File: src/rtl/pb_debouncer_pkg.sv
// Shared definitions for the push-button debouncer.
//   db_state_e      : debouncer FSM state (2 bits)
//   DefStableCycles : default qualification length (20 ms at 50 MHz)
//   DefCntW         : default stability counter width
package pb_debouncer_pkg;

   localparam int unsigned DefStableCycles = 1_000_000;
   localparam int unsigned DefCntW         = 20;

   typedef enum logic [1:0] {
      StLow  = 2'd0,
      StRise = 2'd1,
      StHigh = 2'd2,
      StFall = 2'd3
   } db_state_e;

endpackage

File: src/rtl/pb_debouncer_sync_2ff.sv
// Two-flop synchronizer for a single asynchronous level.
//   clk_i : destination clock
//   rst_i : synchronous active-high reset, clears both stages to 0
//   d_i   : asynchronous input level
//   q_o   : synchronized level, two clk_i edges behind d_i
module sync_2ff (
   input  logic clk_i,
   input  logic rst_i,
   input  logic d_i,
   output logic q_o
);

   logic s1_q, s1_d;
   logic s2_q, s2_d;

   always_comb begin
      s1_d = d_i;
      s2_d = s1_q;
   end

   always_ff @(posedge clk_i) begin
      if (rst_i) begin
         s1_q <= 1'b0;
         s2_q <= 1'b0;
      end else begin
         s1_q <= s1_d;
         s2_q <= s2_d;
      end
   end

   assign q_o = s2_q;

endmodule

File: src/rtl/pb_debouncer.sv
// Push-button debouncer: synchronizes pb_raw and only changes pb_clean after the
// synchronized level has been stable for STABLE_CYCLES consecutive cycles.
//   clk      : system clock, rising edge
//   rst      : synchronous active-high reset
//   pb_raw   : raw bouncing button level (1 = pressed)
//   pb_clean : registered debounced level
//   busy     : registered, 1 while a candidate transition is being qualified
module pb_debouncer
   import pb_debouncer_pkg::*;
#(
   parameter int unsigned STABLE_CYCLES = DefStableCycles,
   parameter int unsigned CNT_W         = DefCntW
) (
   input  logic clk,
   input  logic rst,
   input  logic pb_raw,
   output logic pb_clean,
   output logic busy
);

   if (STABLE_CYCLES < 1) begin : g_bad_stable
      $error("STABLE_CYCLES must be at least 1");
   end
   if (CNT_W < 1 || CNT_W < $clog2(STABLE_CYCLES)) begin : g_bad_cnt_w
      $error("CNT_W too narrow for STABLE_CYCLES");
   end

   localparam logic [CNT_W-1:0] CntMax = CNT_W'(STABLE_CYCLES - 1);

   logic            pb_s2;
   db_state_e       state_q, state_d;
   logic [CNT_W-1:0] cnt_q, cnt_d;
   logic            pb_clean_q, pb_clean_d;
   logic            busy_q, busy_d;

   sync_2ff u_sync (
      .clk_i (clk),
      .rst_i (rst),
      .d_i   (pb_raw),
      .q_o   (pb_s2)
   );

   always_comb begin
      state_d = state_q;
      cnt_d   = cnt_q;
      case (state_q)
         StLow: begin
            cnt_d = '0;
            if (pb_s2) begin
               state_d = StRise;
            end
         end
         StRise: begin
            if (!pb_s2) begin
               // Glitch rejected; pb_clean was never raised.
               state_d = StLow;
               cnt_d   = '0;
            end else if (cnt_q == CntMax) begin
               state_d = StHigh;
               cnt_d   = '0;
            end else begin
               cnt_d = cnt_q + CNT_W'(1);
            end
         end
         StHigh: begin
            cnt_d = '0;
            if (!pb_s2) begin
               state_d = StFall;
            end
         end
         StFall: begin
            if (pb_s2) begin
               state_d = StHigh;
               cnt_d   = '0;
            end else if (cnt_q == CntMax) begin
               state_d = StLow;
               cnt_d   = '0;
            end else begin
               cnt_d = cnt_q + CNT_W'(1);
            end
         end
         default: begin
            state_d = StLow;
            cnt_d   = '0;
         end
      endcase

      // Outputs follow the next state so they are registered alongside it and
      // pb_clean can only move on entry to StLow/StHigh.
      pb_clean_d = (state_d == StHigh) || (state_d == StFall);
      busy_d     = (state_d == StRise) || (state_d == StFall);
   end

   always_ff @(posedge clk) begin
      if (rst) begin
         state_q    <= StLow;
         cnt_q      <= '0;
         pb_clean_q <= 1'b0;
         busy_q     <= 1'b0;
      end else begin
         state_q    <= state_d;
         cnt_q      <= cnt_d;
         pb_clean_q <= pb_clean_d;
         busy_q     <= busy_d;
      end
   end

   assign pb_clean = pb_clean_q;
   assign busy     = busy_q;

endmodule

File: config.mk
export PLATFORM = sky130hd
export DESIGN_NAME = pb_debouncer
export DESIGN_NICKNAME = d
export VERILOG_FILES = /design/src/rtl/pb_debouncer_pkg.sv /design/src/rtl/pb_debouncer_sync_2ff.sv /design/src/rtl/pb_debouncer.sv
export SDC_FILE = /design/constraint.sdc
export NUM_CORES = 1
export LEC_CHECK = 0
export ABC_AREA = 1
export ABC_CLOCK_PERIOD_IN_PS = 1800
export CAP_MARGIN = 20
export CORE_UTILIZATION = 30
export DETAILED_ROUTE_END_ITERATION = 8
export PLACE_DENSITY = 0.54
export REMOVE_ABC_BUFFERS = 1
export SETUP_SLACK_MARGIN = 0.5
export SYNTH_ARGS = -nofsm -noshare
export SYNTH_HDL_FRONTEND = slang
export SYNTH_HIERARCHICAL = 1
export SYNTH_SLANG_ARGS = --single-unit
File: constraint.sdc
create_clock -name clk -period 1.8 [get_ports clk]
set_input_delay 0.27 -clock clk [delete_from_list [all_inputs] [get_ports clk]]
set_output_delay 0.27 -clock clk [all_outputs]
set_load 0.005 [all_outputs]
[Yosys cells after proc, flatten, opt, wreduce, memory -nomap -nowiden]
Cells that the tools add are included.
Widths: inputs -> output; s select.
Word-level totals
  bits in registers: 26
  output and inout port bits: 2
  word-level logic and storage cells: 29
Operators by class
  $add $sub $neg: 1
  eq/ne operators: 7
  mux-type cells: 11
  reductions and logical operators: 4
Operators with widths (number)
  $mux 20: 3
  $pmux 20 s3: 1
  $add 20x1->20 const B: 1
  $eq 20x20->1 const B: 1
  $mux 2: 6
  $eq 2x2->1 const B: 4
  $pmux 2 s4: 1
  $eq 2x1->1 const B: 2
  $logic_not 2->1: 1
  $logic_or 1x1->1: 2
  $reduce_or 2->1: 1

[Longest topological paths before layout]
  word-level depth: 6
  gate-level depth with buffers: 9

[Modules after synthesis]
Netlist, hierarchy kept.
By module, submodules not included
  pb_debouncer: times used 1, cells each 179, area each 1218.7 um2, sequential area each 460.4 um2
  sync_2ff: times used 1, cells each 6, area each 55.1 um2, sequential area each 40.0 um2

[Least setup slack after synthesis]
OpenSTA, ideal clock, no wires.
  path kind: register -> register
  start point: register cnt_q[0]
  end point: register cnt_q[16]
  arrival: 1.165 ns
  slack: 0.571 ns
  stages on the path, launching flop included: 10
  buffers on the path: 0
  path through: dfxtp_1 -> ha_1 -> inv_1 -> nor2_2 -> nand2_1 -> nor2_2 -> nand2_1 -> nand2_1 -> nand3_1 -> nor2_1
Between the ends
  longest elaborated chain between the ends: 4
  elaborated cells between the ends (all ways): 6
  those cells by class: add/sub: 1; eq/ne: 1; mux: 4
Ends and longest elaborated chain
  from (decl): RTL line pb_debouncer.sv:32  | logic [CNT_W-1:0] cnt_q, cnt_d;
  from (signal assigned): RTL line pb_debouncer.sv:102  | cnt_q <= cnt_d;
  $add 20x1->20 / $eq 20x20->1 (equally long branches)
  $mux 20 (*): RTL line pb_debouncer.sv:58, pb_debouncer.sv:75
  $mux 20 (on tied branches): RTL line pb_debouncer.sv:72, pb_debouncer.sv:54
  $pmux 20 s3 (*): RTL line pb_debouncer.sv:46  | case (state_q)
Mark *: on every way between the ends. The rest lies on a longest branch, timed or not.
A chain may end at the register's enable or synchronous reset.

[Final worst setup path]
  start point: register cnt_q[4]
  end point: register cnt_q[6]
Same word-level chain as after synthesis.

==> impl_metrics.yaml <==
run_status:
  status: "finished clean"
clocking:
  cts_sinks: 25
  cts_tree: "yes"
  cts_root_buf: "clkbuf_8"
  cts_hold_buf: 0
  cts_buffers: 3
  clkTransAtPathRegs_ns: 0.09
  insertion_delay_ns: 0.27
  clockBufferDepth: 2
  h-tree-depth: 1
detailed_routing:
  viasPerCell: 4.618
  wl_per_cell_um: 11.13
  routed_wl_um: 2826
  drtIter0Drc: 64
  drt_pre_antenna_iters: 4
  ant_nets: 0
  vias: 1173
  drc_errors: 0
synthesis:
  ys_seq_elements: 25
  yosysSeqAreaShare_pct: 39.29
  avgSynthCellArea_um2: 6.885
  syn-instance-count: 185
  ys_warn_count: 6
  synth.top_cells.by_area: "dfxtp_1, nor2_1, nand3_1"
  synth_edf_count: 0
  synth_cell_types: 21
  netlist_area_mm2: 0.001274
  yosysMostFrequentCell: "nor2_1"
  async_reset_ff_share_pct: 0
  synth_common_cells: "nor2_1, nand2_1, inv_1"
  synth_top_area_share_pct: 39.29
  yosys.area.top_type: "dfxtp_1"
  dominantRegCellSynth: "dfxtp_1"
worst_setup_path:
  slowest_stage: "dfxtp_2"
  path_class: "flip-flop to flip-flop"
  crit_fanout: 10
  worst_setup_path_end_kind: "flip-flop"
  cp_num_buf_inv: 1
  cpLargestDelayFamily: "simple AND/OR/NAND/NOR gates"
  crit_chain: "nand2_1 -> nor2_4 -> nand2_2 -> clkinv_2 -> nand3_4 -> nand2_8 -> nor2_1"
  worstPathArrival_ns: 1.45
  cp_data_required_time_ns: 1.96
  cp-start-kind: "flip-flop"
  cp_slowest_stage_delay_ns: 0.37
floorplan:
  core-area_mm2: 0.004029
  fp.dieH_um: 67.16
  initial_core_util_pct: 31.61
  rows: 23
  die_area_mm2: 0.004510
  chipWidth_um: 67.16
  top_level_ports: 5
sta:
  max-slew-margin-rel_pct: 84.10
  hold_viol: 0
  rsz0062_at_grt: "true"
  setup_viol: 0
  finalHoldWorstSlack_ns: 0.2652
  fmax_mhz: 778.9
  tightest_slew_ns: 0.2385
  min_period_ns: 1.284
  tns_ns: 0
  final_max_slew_viol_count: 0
  finClkSkew_ns: 0.004764
  finalCritPeriodShare_pct: 71.33
global_route:
  grt_max_degree: 15
  globalRoute.totalOverflow: 0
  antenna_found_initial: 0
  grt_pass1_vias: 1100
  grt_pass1_wl_um: 4912
  track_usage_pct: 14.20
place:
  hpwlAfterDp_um: 1868
  dp.cells: 239
  io_buffers: 4
  gp_congestion: 0.7556
power:
  p_leak_nw: 0.5689
  pwr_density_cell_mw_per_mm2: 545.3
  p_total_uw: 892.4
  vdd_drop_max_uv: 278.7
job:
  maxCapViolations: 0
finish:
  fin_util_pct: 40.62
  nets: 209
  area_growth_pct: 28.49
  drive_above_1_share_pct: 34.80
  instances_no_fill: 254
  antenna_cells: 0
worst_hold_path:
  hold_path.class: "primary input to flip-flop"
[registers in the layout (all words and copies together), names as in the netlist]
name and flops:
u_sync/q_o 1, cnt_q 20, u_sync/s1_q 1, state_q 2
busy 1
[report_power, final]
group | switching [mW] | internal, mW | leakage (nW)
clock | 0.173 | 0.155 | 0.0255
combinational | 0.00728 | 0.00738 | 0.330
sequential | 0.00194 | 0.548 | 0.213
[metrics by stage]
step,setup WS [ns],instance area (µm²)
after global routing,0.4548,1637
final,0.5161,1637
after detailed placement,0.1657,1373
after global placement,0.1877,1373
after CTS,0.5026,1521
after floorplan,0.5709,1262
[final timing paths]
check,start,endpoint,slack [ns],cells past startpoint
max reg2reg,cnt_q[4],cnt_q[6],0.52,7
min reg2reg,u_sync/s1_q,u_sync/q_o,0.42,2
max,cnt_q[4],cnt_q[6],0.52,7
min,rst,u_sync/s1_q,0.27,2
[cell type report]
cell class,count,area (µm²)
Clock inverter,1,5.005
Inverter,27,102.6
Clock buffer,3,41.29
Multi-Input combinational cell,133,765.7
Fill cell,462,2392
Sequential cell,25,536.8
Timing Repair Buffer,15,122.6
Tap cell,50,62.56
[cells in the final DEF (no fill, tap or decap), drive strengths merged, types with 5 or more instances in the layout]
| cell | count |
|---|---|
| inv | 26 |
| buf | 11 |
| nand2 | 33 |
| dfxtp | 25 |
| xor2 | 5 |
| nor2 | 50 |
| a21oi | 5 |
| nand3 | 27 |
[layer usage]
metal,up-vias,global-route usage (%),part of all wire (%)
li1,613,-,-
met1,532,17.95,46
met2,21,23.88,49
met3,7,2.196,2.7
met4,0,5.851,2.2
met5,-,0,0
[logic make-up (layout without fill, tap and decap cells)]
| logic type | after synthesis | after routing | share of synthesized area [%] |
|---|---|---|---|
| xor+xnor | 8 | 8 | 5.501 |
| buf+inv | 28 | 46 | 8.938 |
| compound gates | 8 | 8 | 3.438 |
| fa+ha+maj | 1 | 1 | 0.9822 |
| simple gates | 115 | 116 | 41.85 |
| flops | 25 | 25 | 39.29 |
[worst register-to-register path, stage by stage, from the launching register on]
cell and delay (ns):
dfxtp_2 0.37, nand2_1 0.12, nor2_4 0.13, nand2_2 0.09, clkinv_2 0.11, nand3_4 0.17, nand2_8 0.15, nor2_1 0.05
[what timing repair did]
item / in CTS / in global routing
gates resized for setup: 22 / 32
setup endpoints to repair: 23 / 22
pin swaps: 3 / 9
cloned: 1 / 0
buffers inserted: 6 / 4
hold endpoints to repair: 0 / 0
(Power assumes the default switching activity.)
